<file path="src/rtl/mem_arbiter_pkg.sv">
// Shared definitions for the byte-wide RAM port arbiter: widths, FSM state
// encodings, access size codes and the size-to-byte-count helper.
package mem_arbiter_pkg;

   localparam int Addrlen = 32;
   localparam int Instlen = 32;
   localparam logic [31:0] ZeroWord = 32'h0000_0000;

   typedef enum logic [1:0] {
      ARB_IDLE   = 2'd0,
      ARB_IF_RD  = 2'd1,
      ARB_MEM_RD = 2'd2,
      ARB_MEM_WR = 2'd3
   } arb_state_e;

   localparam logic [1:0] SIZE_B = 2'd0;
   localparam logic [1:0] SIZE_H = 2'd1;
   localparam logic [1:0] SIZE_W = 2'd2;

   // Size code 3 is not a legal RISC-V width; it is served as a full word.
   function automatic logic [2:0] byteCount(input logic [1:0] size);
      case (size)
         SIZE_B:  return 3'd1;
         SIZE_H:  return 3'd2;
         default: return 3'd4;
      endcase
   endfunction

endpackage

</file>
<file path="src/rtl/mem_byte_seq.sv">
// Byte sequencer for the arbiter: byte counter, base+cnt address generation,
// little-endian read assembly and write byte selection.
module mem_byte_seq
   import mem_arbiter_pkg::*;
#(
   parameter int ADDR_W = Addrlen,
   parameter int DATA_W = Instlen
) (
   input  logic              clk,
   input  logic              rst,
   input  logic              start_i,
   input  logic [ADDR_W-1:0] base_i,
   input  logic [2:0]        count_i,
   input  logic [DATA_W-1:0] wdata_i,
   input  logic              step_i,
   input  logic              capture_i,
   input  logic [7:0]        ramDin_i,
   output logic [2:0]        cnt_o,
   output logic [2:0]        count_o,
   output logic [DATA_W-1:0] assembled_o,
   output logic [ADDR_W-1:0] ramA_o,
   output logic [7:0]        ramDout_o
);

   logic [2:0]        cnt_q, cnt_d;
   logic [2:0]        count_q, count_d;
   logic [ADDR_W-1:0] base_q, base_d;
   logic [DATA_W-1:0] wdata_q, wdata_d;
   logic [DATA_W-1:0] asm_q, asm_d;
   logic [ADDR_W-1:0] ramA_q, ramA_d;
   logic [7:0]        ramDout_q, ramDout_d;
   logic [2:0]        nextIdx;
   logic [1:0]        prevIdx;
   logic [DATA_W-1:0] assembled;

   // The byte arriving now belongs to the address issued one step earlier.
   always_comb begin
      nextIdx   = cnt_q + 3'd1;
      prevIdx   = cnt_q[1:0] - 2'd1;
      assembled = asm_q;
      assembled[{prevIdx, 3'b000} +: 8] = ramDin_i;

      cnt_d     = cnt_q;
      count_d   = count_q;
      base_d    = base_q;
      wdata_d   = wdata_q;
      asm_d     = asm_q;
      ramA_d    = ramA_q;
      ramDout_d = ramDout_q;

      if (start_i) begin
         cnt_d     = 3'd0;
         count_d   = count_i;
         base_d    = base_i;
         wdata_d   = wdata_i;
         asm_d     = '0;
         ramA_d    = base_i;
         ramDout_d = wdata_i[7:0];
      end else if (step_i) begin
         cnt_d = nextIdx;
         if (nextIdx < count_q) begin
            ramA_d    = base_q + {{(ADDR_W-3){1'b0}}, nextIdx};
            ramDout_d = wdata_q[{nextIdx[1:0], 3'b000} +: 8];
         end
      end

      if (capture_i) begin
         asm_d = assembled;
      end
   end

   always_ff @(posedge clk) begin
      if (rst) begin
         cnt_q     <= 3'd0;
         count_q   <= 3'd0;
         base_q    <= '0;
         wdata_q   <= '0;
         asm_q     <= '0;
         ramA_q    <= '0;
         ramDout_q <= 8'h00;
      end else begin
         cnt_q     <= cnt_d;
         count_q   <= count_d;
         base_q    <= base_d;
         wdata_q   <= wdata_d;
         asm_q     <= asm_d;
         ramA_q    <= ramA_d;
         ramDout_q <= ramDout_d;
      end
   end

   assign cnt_o       = cnt_q;
   assign count_o     = count_q;
   assign assembled_o = assembled;
   assign ramA_o      = ramA_q;
   assign ramDout_o   = ramDout_q;

endmodule

</file>
<file path="src/rtl/mem_arbiter.sv">
// Arbitrates the byte-wide RAM between instruction fetch and the MEM stage.
// Optional MEM_ARB_IO_WAIT_EN holds IO stores while the UART buffer is full.
module mem_arbiter
   import mem_arbiter_pkg::*;
#(
   parameter int ADDR_W = Addrlen,
   parameter int DATA_W = Instlen
) (
   input  logic              clk,
   input  logic              rst,
   input  logic              if_req_i,
   input  logic [ADDR_W-1:0] if_addr_i,
   input  logic              if_flush_i,
   output logic              if_done_o,
   output logic [DATA_W-1:0] if_inst_o,
   input  logic              mem_req_i,
   input  logic              mem_we_i,
   input  logic [1:0]        mem_size_i,
   input  logic [ADDR_W-1:0] mem_addr_i,
   input  logic [DATA_W-1:0] mem_wdata_i,
   output logic              mem_done_o,
   output logic [DATA_W-1:0] mem_rdata_o,
   output logic [ADDR_W-1:0] ram_a_o,
   output logic              ram_wr_o,
   output logic [7:0]        ram_dout_o,
   input  logic [7:0]        ram_din_i,
   input  logic              io_full_i
);

   arb_state_e        state_q, state_d;
   logic              ramWr_q, ramWr_d;
   logic              ifDone_q, ifDone_d;
   logic              memDone_q, memDone_d;
   logic [DATA_W-1:0] ifInst_q, ifInst_d;
   logic [DATA_W-1:0] memRdata_q, memRdata_d;

   logic              seqStart, seqStep, seqCapture;
   logic [ADDR_W-1:0] seqBase;
   logic [2:0]        seqCount;
   logic [2:0]        seqCnt, seqN;
   logic [DATA_W-1:0] seqAssembled;
   logic              ioWait;
   logic              turnaround;

`ifdef MEM_ARB_IO_WAIT_EN
   assign ioWait = mem_we_i && (mem_addr_i[17:16] == 2'b11) && io_full_i;
`else
   logic unusedIoFull;
   assign unusedIoFull = io_full_i;
   assign ioWait       = 1'b0;
`endif

   assign turnaround = ifDone_q | memDone_q;

   mem_byte_seq #(
      .ADDR_W(ADDR_W),
      .DATA_W(DATA_W)
   ) u_seq (
      .clk        (clk),
      .rst        (rst),
      .start_i    (seqStart),
      .base_i     (seqBase),
      .count_i    (seqCount),
      .wdata_i    (mem_wdata_i),
      .step_i     (seqStep),
      .capture_i  (seqCapture),
      .ramDin_i   (ram_din_i),
      .cnt_o      (seqCnt),
      .count_o    (seqN),
      .assembled_o(seqAssembled),
      .ramA_o     (ram_a_o),
      .ramDout_o  (ram_dout_o)
   );

   // A blocked MEM request still outranks fetch, so a held IO store stalls new fetches.
   always_comb begin
      state_d    = state_q;
      ramWr_d    = 1'b0;
      ifDone_d   = 1'b0;
      memDone_d  = 1'b0;
      ifInst_d   = ifInst_q;
      memRdata_d = memRdata_q;
      seqStart   = 1'b0;
      seqStep    = 1'b0;
      seqCapture = 1'b0;
      seqBase    = mem_addr_i;
      seqCount   = byteCount(mem_size_i);

      case (state_q)
         ARB_IDLE: begin
            if (!turnaround) begin
               if (mem_req_i && !ioWait) begin
                  seqStart = 1'b1;
                  ramWr_d  = mem_we_i;
                  state_d  = mem_we_i ? ARB_MEM_WR : ARB_MEM_RD;
               end else if (if_req_i && !mem_req_i && !if_flush_i) begin
                  seqStart = 1'b1;
                  seqBase  = if_addr_i;
                  seqCount = 3'd4;
                  state_d  = ARB_IF_RD;
               end
            end
         end
         ARB_IF_RD: begin
            if (if_flush_i) begin
               state_d = ARB_IDLE;
            end else if (seqCnt == seqN) begin
               ifInst_d = seqAssembled;
               ifDone_d = 1'b1;
               state_d  = ARB_IDLE;
            end else begin
               seqStep    = 1'b1;
               seqCapture = (seqCnt != 3'd0);
            end
         end
         ARB_MEM_RD: begin
            if (seqCnt == seqN) begin
               memRdata_d = seqAssembled;
               memDone_d  = 1'b1;
               state_d    = ARB_IDLE;
            end else begin
               seqStep    = 1'b1;
               seqCapture = (seqCnt != 3'd0);
            end
         end
         ARB_MEM_WR: begin
            if (seqCnt + 3'd1 == seqN) begin
               memDone_d = 1'b1;
               state_d   = ARB_IDLE;
            end else begin
               seqStep = 1'b1;
               ramWr_d = 1'b1;
            end
         end
         default: state_d = ARB_IDLE;
      endcase
   end

   always_ff @(posedge clk) begin
      if (rst) begin
         state_q    <= ARB_IDLE;
         ramWr_q    <= 1'b0;
         ifDone_q   <= 1'b0;
         memDone_q  <= 1'b0;
         ifInst_q   <= ZeroWord;
         memRdata_q <= ZeroWord;
      end else begin
         state_q    <= state_d;
         ramWr_q    <= ramWr_d;
         ifDone_q   <= ifDone_d;
         memDone_q  <= memDone_d;
         ifInst_q   <= ifInst_d;
         memRdata_q <= memRdata_d;
      end
   end

   assign ram_wr_o    = ramWr_q;
   assign if_done_o   = ifDone_q;
   assign mem_done_o  = memDone_q;
   assign if_inst_o   = ifInst_q;
   assign mem_rdata_o = memRdata_q;

endmodule

</file>
<file path="config.mk">
export PLATFORM = sky130hd
export DESIGN_NAME = mem_arbiter
export DESIGN_NICKNAME = d
export VERILOG_FILES = /design/src/rtl/mem_arbiter_pkg.sv /design/src/rtl/mem_byte_seq.sv /design/src/rtl/mem_arbiter.sv
export SDC_FILE = /design/constraint.sdc
export NUM_CORES = 1
export LEC_CHECK = 0
export ABC_AREA = 1
export CELL_PAD_IN_SITES_DETAIL_PLACEMENT = 2
export CELL_PAD_IN_SITES_GLOBAL_PLACEMENT = 2
export CORE_ASPECT_RATIO = 0.75
export CORE_MARGIN = 5
export CORE_UTILIZATION = 29
export CTS_CLUSTER_SIZE = 28
export DETAILED_ROUTE_END_ITERATION = 7
export PLACE_DENSITY = 0.84
export RECOVER_POWER = 50
export SLEW_MARGIN = 10
export SYNTH_ARGS = -nofsm -noshare
export SYNTH_HDL_FRONTEND = slang
export SYNTH_SLANG_ARGS = --single-unit
</file>
<file path="constraint.sdc">
create_clock -name clk -period 6.4 [get_ports clk]
set_clock_uncertainty 0.2 [all_clocks]
set_input_delay 0.96 -clock clk [delete_from_list [all_inputs] [get_ports clk]]
set_output_delay 0.96 -clock clk [all_outputs]
set_load 0.05 [all_outputs]
</file>
## After elaboration in Yosys (flattened, before gate mapping)

Index checks and enable logic that the tools add are counted.

- Shift operators: 3
- Add/subtract/negate cells: 4
- Multiplexer cells: 43
- Reductions and logical operators: 16
- Magnitude comparators: 1
- Equal/unequal tests: 9
- Bitwise operators: 3

Operators with widths:

| operator | number |
|---|---|
| $mux W32 | 9 |
| $add A32 B3 Y32 | 1 |
| $bwmux W32 | 1 |
| $shift A8 B7 Y32 const A | 1 |
| $shiftx A32 B6 Y8 | 1 |
| $shiftx A8 B7 Y32 | 1 |
| $mux W8 | 3 |
| $mux W1 | 14 |
| $mux W2 | 6 |
| $mux W3 | 4 |
| $pmux W2 S4 | 1 |
| $neg A5 Y7 | 1 |
| $eq A3 B3 Y1 | 2 |
| $pmux W1 S2 | 3 |
| $pmux W3 S2 | 1 |
| $reduce_and A3 Y1 | 2 |
| $reduce_bool A2 Y1 | 3 |
| $eq A2 B1 Y1 const B | 2 |
| $eq A2 B2 Y1 const B | 2 |
| $logic_not A2 Y1 | 2 |
| $ne A2 B2 Y1 const B | 2 |
| $reduce_and A2 Y1 | 2 |
| $add A3 B1 Y3 const B | 1 |
| $lt A3 B3 Y1 | 1 |
| 10 further kinds | 13 |

- Register bits: 211
- Input port bits: 113

## Depth between registers and ports, before layout

Gate-level depths: netlist of run 1.

- Word-level depth: 9
- Gate-level depth with buffers: 17

## Cells and area by module

From an unflattened synthesis of run 1, not the netlist that was laid out.

- Cells, all modules: 1521
- Area total of the unflattened synthesis: 10367.4 sq um

By module, submodules not included:

| module | cells an instance | area an instance (sq um) | instances |
|---|---|---|---|
| mem_byte_seq | 1052 | 7128.1 | 1 |
| mem_arbiter | 469 | 3239.4 | 1 |

## Least setup slack after synthesis of run 1

OpenSTA, ideal clock, no wires.

- Kind: register to register
- Start: reg u_seq.cnt_q[0] (netlist: u_seq.cnt_o[0])
- End: reg u_seq.ramA_q[26] (netlist: u_seq.ramA_o[26])
- Data required time: 6.089 ns
- Buffers on the path: 2
- Stages on the path, launching flop included: 17
- Slack: 3.438 ns
- Period minus slack after synthesis: 2.962 ns
- Data arrival time: 2.651 ns
- Library setup time: 0.111 ns
- Cells stage by stage: dfxtp_1 > buf_2 > inv_1 > ha_1 > inv_1 > clkbuf_1 > fa_1 > inv_1 > nand3_1 > nand2_1 > nand3_1 > nor2_1 > nand2_1 > nand2_1 > nand3_1 > nor2_1 > nor2_1

- Word-level cells in the longest chain between the ends: 6

Ends and longest elaborated chain:

| what | line | RTL |
|---|---|---|
| start, declared | mem_byte_seq.sv:25 | `logic [2:0] cnt_q, cnt_d;` |
| start signal, assigned | mem_byte_seq.sv:82 | `cnt_q <= cnt_d;` |
| $add A3 B1 Y3 (*) | mem_byte_seq.sv:38 | `nextIdx = cnt_q + 3'd1;` |
| via u_seq.nextIdx[0] | mem_byte_seq.sv:32 | `logic [2:0] nextIdx;` |
| parallel branches: the longest is 5 deep, another holds $add A32 B3 Y32 | n/a |  |
| end signal, assigned | mem_byte_seq.sv:87 | `ramA_q <= ramA_d;` |
| end, declared | mem_byte_seq.sv:30 | `logic [ADDR_W-1:0] ramA_q, ramA_d;` |

Mark *: on every way through the listed nets, which the timed path passes. The select of a mux whose other input is x is not followed.
A chain may end at the register's enable or synchronous reset.

## Worst setup path after layout of run 1

- Start: reg u_seq.cnt_q[0] (netlist: u_seq.cnt_o[0])
- End: reg memRdata_q[9] (netlist: mem_rdata_o[9])

- Word-level cells in the longest chain between the ends: 4

Ends and longest elaborated chain:

| what | line | RTL |
|---|---|---|
| $sub A2 B1 Y2 | mem_byte_seq.sv:39 | `prevIdx = cnt_q[1:0] - 2'd1;` |
| $neg A5 Y7 | mem_byte_seq.sv:41 | `assembled[{prevIdx, 3'b000} +: 8] = ramDin_i;` |
| $shiftx A8 B7 Y32 or $shift A8 B7 Y32 (tied branches) | mem_byte_seq.sv:41 |  |
| $bwmux W32 | mem_byte_seq.sv:41 |  |
| end signal, assigned | mem_arbiter.sv:146 | `memRdata_q <= ZeroWord;` |
| end signal, assigned | mem_arbiter.sv:153 | `memRdata_q <= memRdata_d;` |
| end, declared | mem_arbiter.sv:35 | `logic [DATA_W-1:0] memRdata_q, memRdata_d;` |

Parallel ways exist; a longest one is shown, timed or not.

==> flow_summary.toml, run 1 <==
[detailed_routing]
via_per_inst = 5.03
detail_route.wl_per_cell_um = 19.6
detail_route.wirelength_um = 42800
detailedRoute.firstIterationViolations = 442
vias = 11000
postRouteAntennaNets = 0
count_of_unresolved_drc_violations_after_routing = 0
drt-pass1-iter-count = 5

[die]
initial_utilization_pct = 29.4
total_core_area_um2 = 34700
dieHeight_um = 172
die_width_um = 227
die_area_um2 = 39100
row_count = 59
num_io_pins = 220

[global_route]
grt_busiest_layer = "met2"
grt_util_met3_pct = 4.45
pin_count_of_the_biggest_net_entering_global_routing = 87
antenna_found_initial = 2
grt_pass1_wl_um = 66600
global_route.usage.total_pct = 21.3
use_met2_pct = 37.0
sum_of_overflow_across_all_layers_after_global_routing = 0
global_route.usage.met1_pct = 28.0
grt_pass1_vias = 12000

[power_and_ir_drop]
power-per-cell-area_nw_per_um2 = 372
vdd_drop_max_mv = 0.214
power.static_leakage_nw = 5.72
post-layout-total-power_mw = 4.99

[worst_setup_path]
timing.rr.start = "u_seq.cnt_o[0]"
worst-r2r-setup-slack_ns = 1.42
critPathLaunchType = "register"
reg2reg_depth = 7
critPathArrivalTime_ns = 5.22
cp_data_required_time_ns = 6.65
timing_worst_setup_path_type = "reg2reg"
crit_path_start = "u_seq.cnt_o[0]"
worst_r2r_endpoint = "mem_rdata_o[9]"
critical_path.endpoint = "mem_rdata_o[9]"
critical_path.endpoint_type = "register"
path_max_fanout = 65

[sta]
relSlewSlack_pct = -83.2
final.min_clock_period_ns = 4.98
grt_setup_unrepaired = "false"
clock.fmax_mhz = 201
finalSetupViolations = 0
worst_slew_pin_tran_ns = 2.75
tns_ns = 0
post-route-period-util_pct = 77.8
drv_slew = 122
finalHoldViolations = 0

[synth]
ys_types = 36
synthesis.nets = 1666
ys_seq_area_share_pct = 41.4
synth-main-ff-cell = "sky130_fd_sc_hd__dfxtp_1"
async_flop_share_pct = 0
syn_inst = 1536
synth_warnings = 0
synth_enable_flop_cells = 0
synth-seq-cells = 211
post_synthesis_instance_area_um2 = 10200
syn-mean-instance-area_um2 = 6.64

[cts]
holdBufCountCts = 0
clockBufferDepth = 3
cts_buffers = 24
worst_skew_pair.late_latency_ns = 0.54
clock_tree.root_cell = "sky130_fd_sc_hd__clkbuf_16"
cts.clk_slew.worst_paths_ns = 0.06
tritoncts_num_sinks = 211
cts_resized = 0
cts_htree_levels = 1
cts_tree = "yes"
number_of_buffers_inserted_by_post_cts_setup_repair = 0

[run]
max-cap-violations = 2

[finish]
num-nets-final = 1837
final_common_cell = "sky130_fd_sc_hd__nand2_1"
fin_cells = 2183
final_cell_mix = "340 x sky130_fd_sc_hd__nand2_1, 296 x sky130_fd_sc_hd__nor2_1, 211 x sky130_fd_sc_hd__dfxtp_1"
drive_gt1_share_pct = 4.18
syn_to_final_growth_pct = 31.5

[worst_hold_path]
holdCritPathClass = "reg2reg"

[outcome]
violated_checks = "max-capacitance violations, max-slew violations"
status = "finished with violations"

[placement]
globalplace.congestion = 0.851
post-place-cells = 2138
dp_hpwl_um = 30300
port_buffers = 218
-- worst max-delay path, cell delays in order (launching register included) --
cell                       delay (ns)
sky130_fd_sc_hd__dfxtp_1         0.33
sky130_fd_sc_hd__clkbuf_1        0.97
sky130_fd_sc_hd__ha_1            0.35
sky130_fd_sc_hd__nor2_1          0.09
sky130_fd_sc_hd__nand4_1         0.07
sky130_fd_sc_hd__clkbuf_1        1.92
sky130_fd_sc_hd__o21ai_0         0.65
sky130_fd_sc_hd__a21oi_1         0.26
-- where the power goes --
| group | internal, mW | leakage (nW) | total, mW | switching [mW] |
|---|---|---|---|---|
| clock network | 0.885 | 0.415 | 1.48 | 0.599 |
| logic | 0.518 | 3.58 | 1.83 | 1.31 |
| registers | 1.54 | 1.72 | 1.68 | 0.142 |
| total | 2.94 | 5.72 | 4.99 | 2.05 |
-- state kept, by name, summed over array words and instances, names as in the netlist --
register	flops
if_done_o	1
if_inst_o	32
mem_done_o	1
mem_rdata_o	32
ram_wr_o	1
state_q	2
u_seq.asm_q	32
u_seq.base_q	32
u_seq.cnt_o	3
u_seq.count_o	3
u_seq.ramA_o	32
u_seq.ramDout_o	8
u_seq.wdata_q	32
-- how the worst min path moves through the flow --
stage	startpoint	end	slack (ns)	depth (start not counted)
final	mem_rdata_o[6]	mem_rdata_o[6]	0.25	2
after global routing	mem_rdata_o[29]	mem_rdata_o[29]	0.27	2
after CTS	mem_rdata_o[27]	mem_rdata_o[27]	0.25	2
after detailed placement	mem_rdata_o[27]	mem_rdata_o[27]	0.24	2
after global placement	mem_rdata_o[26]	mem_rdata_o[26]	0.23	2
after floorplan	u_seq.count_o[0]	u_seq.count_o[0]	0.23	2
-- layer usage --
layer,wire length [um],vias to the layer above
met5,0,-
met4,515,0
met3,2320,35
met2,20300,215
met1,19700,5472
li1,-,5248
-- logic make-up (layout without fill, tap and decap cells) --
family	Yosys count	after routing	synth area share [%]
other cells	0	2	0
xor+xnor	1	1	0.0859
fa+ha+maj	17	17	2.16
flops	211	211	41.4
buf+inv	251	439	10.4
simple gates	745	745	29.6
compound gates	311	311	16.3
-- cell usage after synthesis (all sizes together) (2+ instances only) --
library cell	number	area, um2
nand2	344	1310
clkinv	3	11.3
o21ai	136	681
nand4	9	56.3
nand3	84	455
a32o	2	20.0
clkbuf	41	155
a21oi	107	536
nor2	305	1170
ha	16	200
o211ai	9	67.6
inv	165	619
dfxtp	211	4220
buf	42	275
o22ai	52	325
-- layout make-up --
type,instances,area (um2)
flip-flops and latches,211,4220
fillers,4119,21300
inverters,168,632
clock buffers,29,649
diodes,2,5.00
clock inverters,14,184
multi-input cells,1074,4900
repair buffers,228,2240
well taps,457,572
-- metrics by stage --
step,util [%],area (um2),setup slack (ns),hold slack (ns)
after floorplan,-,10200,3.44,0.232
after global placement,36.3,12600,1.80,0.234
after detailed placement,36.3,12600,1.68,0.244
after CTS,38.7,13400,2.20,0.254
after global routing,38.6,13400,1.00,0.274
final,38.7,13400,1.42,0.246
Power figures use the tool's default switching activity.
==> run 2, diff against run 1 <==
--- a/config.mk
+++ b/config.mk
@@ -10,10 +10,10 @@
 export CELL_PAD_IN_SITES_GLOBAL_PLACEMENT = 2
 export CORE_ASPECT_RATIO = 0.75
 export CORE_MARGIN = 5
-export CORE_UTILIZATION = 29
+export CORE_UTILIZATION = 25
 export CTS_CLUSTER_SIZE = 28
 export DETAILED_ROUTE_END_ITERATION = 7
-export PLACE_DENSITY = 0.84
+export PLACE_DENSITY = 0.77
 export RECOVER_POWER = 50
 export SLEW_MARGIN = 10
 export SYNTH_ARGS = -nofsm -noshare
==> constraint.sdc (replaced) <==
create_clock -name clk -period 4.5 [get_ports clk]
set_clock_uncertainty 0.2 [all_clocks]
set_input_delay 0.675 -clock clk [delete_from_list [all_inputs] [get_ports clk]]
set_output_delay 0.675 -clock clk [all_outputs]
set_load 0.05 [all_outputs]
==> run 2 against run 1 <==
Effect of this change: register-to-register slack got worse by 0.70 ns; the flow still finishes with violations (max-capacitance violations, max-slew violations); clock power increased by 36%; critical path depth increased by 4.
==> flow_summary.toml, run 2 (synthesis gave the netlist of run 1 again) <==
[power_and_ir_drop]
power.share.sequential_pct = 34.3
power-per-cell-area_nw_per_um2 = 518
sw_frac_of_total_pct = 41.2
clock_power_share_pct = 28.8
intPower_mw = 4.11
post-layout-total-power_mw = 7.00
vdd_drop_max_mv = 0.222
comb_power_share_pct = 36.9
power.switching_mw = 2.88
power.static_leakage_nw = 5.71

[cts]
holdBufCountCts = 0
cts.clk_slew.worst_paths_ns = 0.06
cts_tree = "yes"
clockBufferDepth = 3
cts_resized = 0
worst_skew_pair.late_latency_ns = 0.54
clock_tree.root_cell = "sky130_fd_sc_hd__clkbuf_16"
number_of_buffers_inserted_by_post_cts_setup_repair = 0
cts_htree_levels = 1
cts_buffers = 25
tritoncts_num_sinks = 211

[die]
num_io_pins = 220
initial_utilization_pct = 25.2
die_area_um2 = 45000
die_width_um = 243
row_count = 64
total_core_area_um2 = 40500
dieHeight_um = 185

[placement]
post-place-cells = 2216
port_buffers = 218
dp_hpwl_um = 30700
dpl_worst_slack_ns = 0.927
globalplace.congestion = 0.831

[sta]
final.min_clock_period_ns = 3.83
finalSetupViolations = 0
relSlewSlack_pct = -16.3
grt_setup_unrepaired = "false"
clock.fmax_mhz = 261
finalHoldViolations = 0
setup_ws_ns = 0.671
worst_slew_pin_tran_ns = 1.74
post-route-period-util_pct = 85.1
tns_ns = 0
drv_slew = 40

[detailed_routing]
via_per_inst = 4.84
detail_route.wl_per_cell_um = 18.9
count_of_unresolved_drc_violations_after_routing = 0
vias = 10900
postRouteAntennaNets = 0
drt-pass1-iter-count = 4
detailedRoute.firstIterationViolations = 471
detail_route.wirelength_um = 42700

[finish]
final_cell_mix = "340 x sky130_fd_sc_hd__nand2_1, 296 x sky130_fd_sc_hd__nor2_1, 211 x sky130_fd_sc_hd__dfxtp_1"
syn_to_final_growth_pct = 32.5
final_util_pct = 33.3
num-nets-final = 1845
fin_cells = 2259
fillers = 4836
drive_gt1_share_pct = 4.34
final_common_cell = "sky130_fd_sc_hd__nand2_1"

[global_route]
global_route.usage.total_pct = 18.4
grt_pass1_vias = 12000
grt_pass1_wl_um = 67000
pin_count_of_the_biggest_net_entering_global_routing = 86
sum_of_overflow_across_all_layers_after_global_routing = 0
antenna_found_initial = 3

[worst_hold_path]
holdCritPathClass = "reg2reg"

[outcome]
status = "finished with violations"
violated_checks = "max-capacitance violations, max-slew violations"

[worst_setup_path]
timing_worst_setup_path_type = "in2reg"
critical_path.endpoint_type = "register"
path_max_fanout = 39
cp_data_required_time_ns = 4.73
critPathArrivalTime_ns = 4.06
critPathLaunchType = "input port"

[run]
max-cap-violations = 1
run 2: path summary, 6_finish.rpt:
kind	cells after the start	start	end	slack, ns
worst max-delay path	11	if_flush_i	u_seq.ramA_o[23]	0.67
worst min register to register	2	mem_rdata_o[12]	mem_rdata_o[12]	0.25
worst max register to register	11	state_q[1]	u_seq.ramA_o[23]	0.72
worst min-delay path	2	mem_rdata_o[12]	mem_rdata_o[12]	0.25
run 2: per-layer routing:
metal | vias to the layer above | GRT usage (%) | share of wire, %
met5 | - | 0 | 0.016
met4 | 2 | 3.74 | 2.0
met3 | 48 | 4.17 | 5.6
met2 | 199 | 31.7 | 46
met1 | 5415 | 23.8 | 46
li1 | 5268 | - | -
run 2: power by group through the flow:
stage          registers [mW]  clock network [mW]  logic [mW]
2_1_floorplan            3.04                   0        1.14
3_3_place_gp             2.43                   0        2.61
3_5_place_dp             2.44                   0        2.69
4_1_cts                  2.41                2.07        2.71
5_1_grt                  2.44                2.14        2.82
6_report                 2.40                2.02        2.59
run 2: area by class of cell:
class / instances / area, um2 / share of cell area, %
multi-input combinational: 1074 / 4910 / 36.4
sequential: 211 / 4220 / 31.3
timing repair buffer: 235 / 2300 / 17.0
clock buffer: 36 / 697 / 5.16
tap: 528 / 661 / 4.89
inverter: 168 / 632 / 4.68
clock inverter: 5 / 82.6 / 0.611
antenna: 2 / 5.00 / 0.0371
run 2: critical path, stage by stage:
cell and delay, ns:
sky130_fd_sc_hd__clkdlybuf4s50_1 0.59, sky130_fd_sc_hd__inv_2 0.09, sky130_fd_sc_hd__nand3_4 0.12, sky130_fd_sc_hd__nand2_2 0.07, sky130_fd_sc_hd__nand2_1 1.25, sky130_fd_sc_hd__clkbuf_2 0.63
sky130_fd_sc_hd__nor2_1 0.08, sky130_fd_sc_hd__o21ai_1 0.18, sky130_fd_sc_hd__nand3_1 0.12, sky130_fd_sc_hd__nor2_1 0.18, sky130_fd_sc_hd__nor2_1 0.07
run 2: through the flow:
stage,hold slack (ns),instance area (um2)
global route,0.273,13500
global placement,0.233,12800
finish,0.247,13500
detailed placement,0.245,12800
floorplan,0.232,10200
CTS,0.257,13500
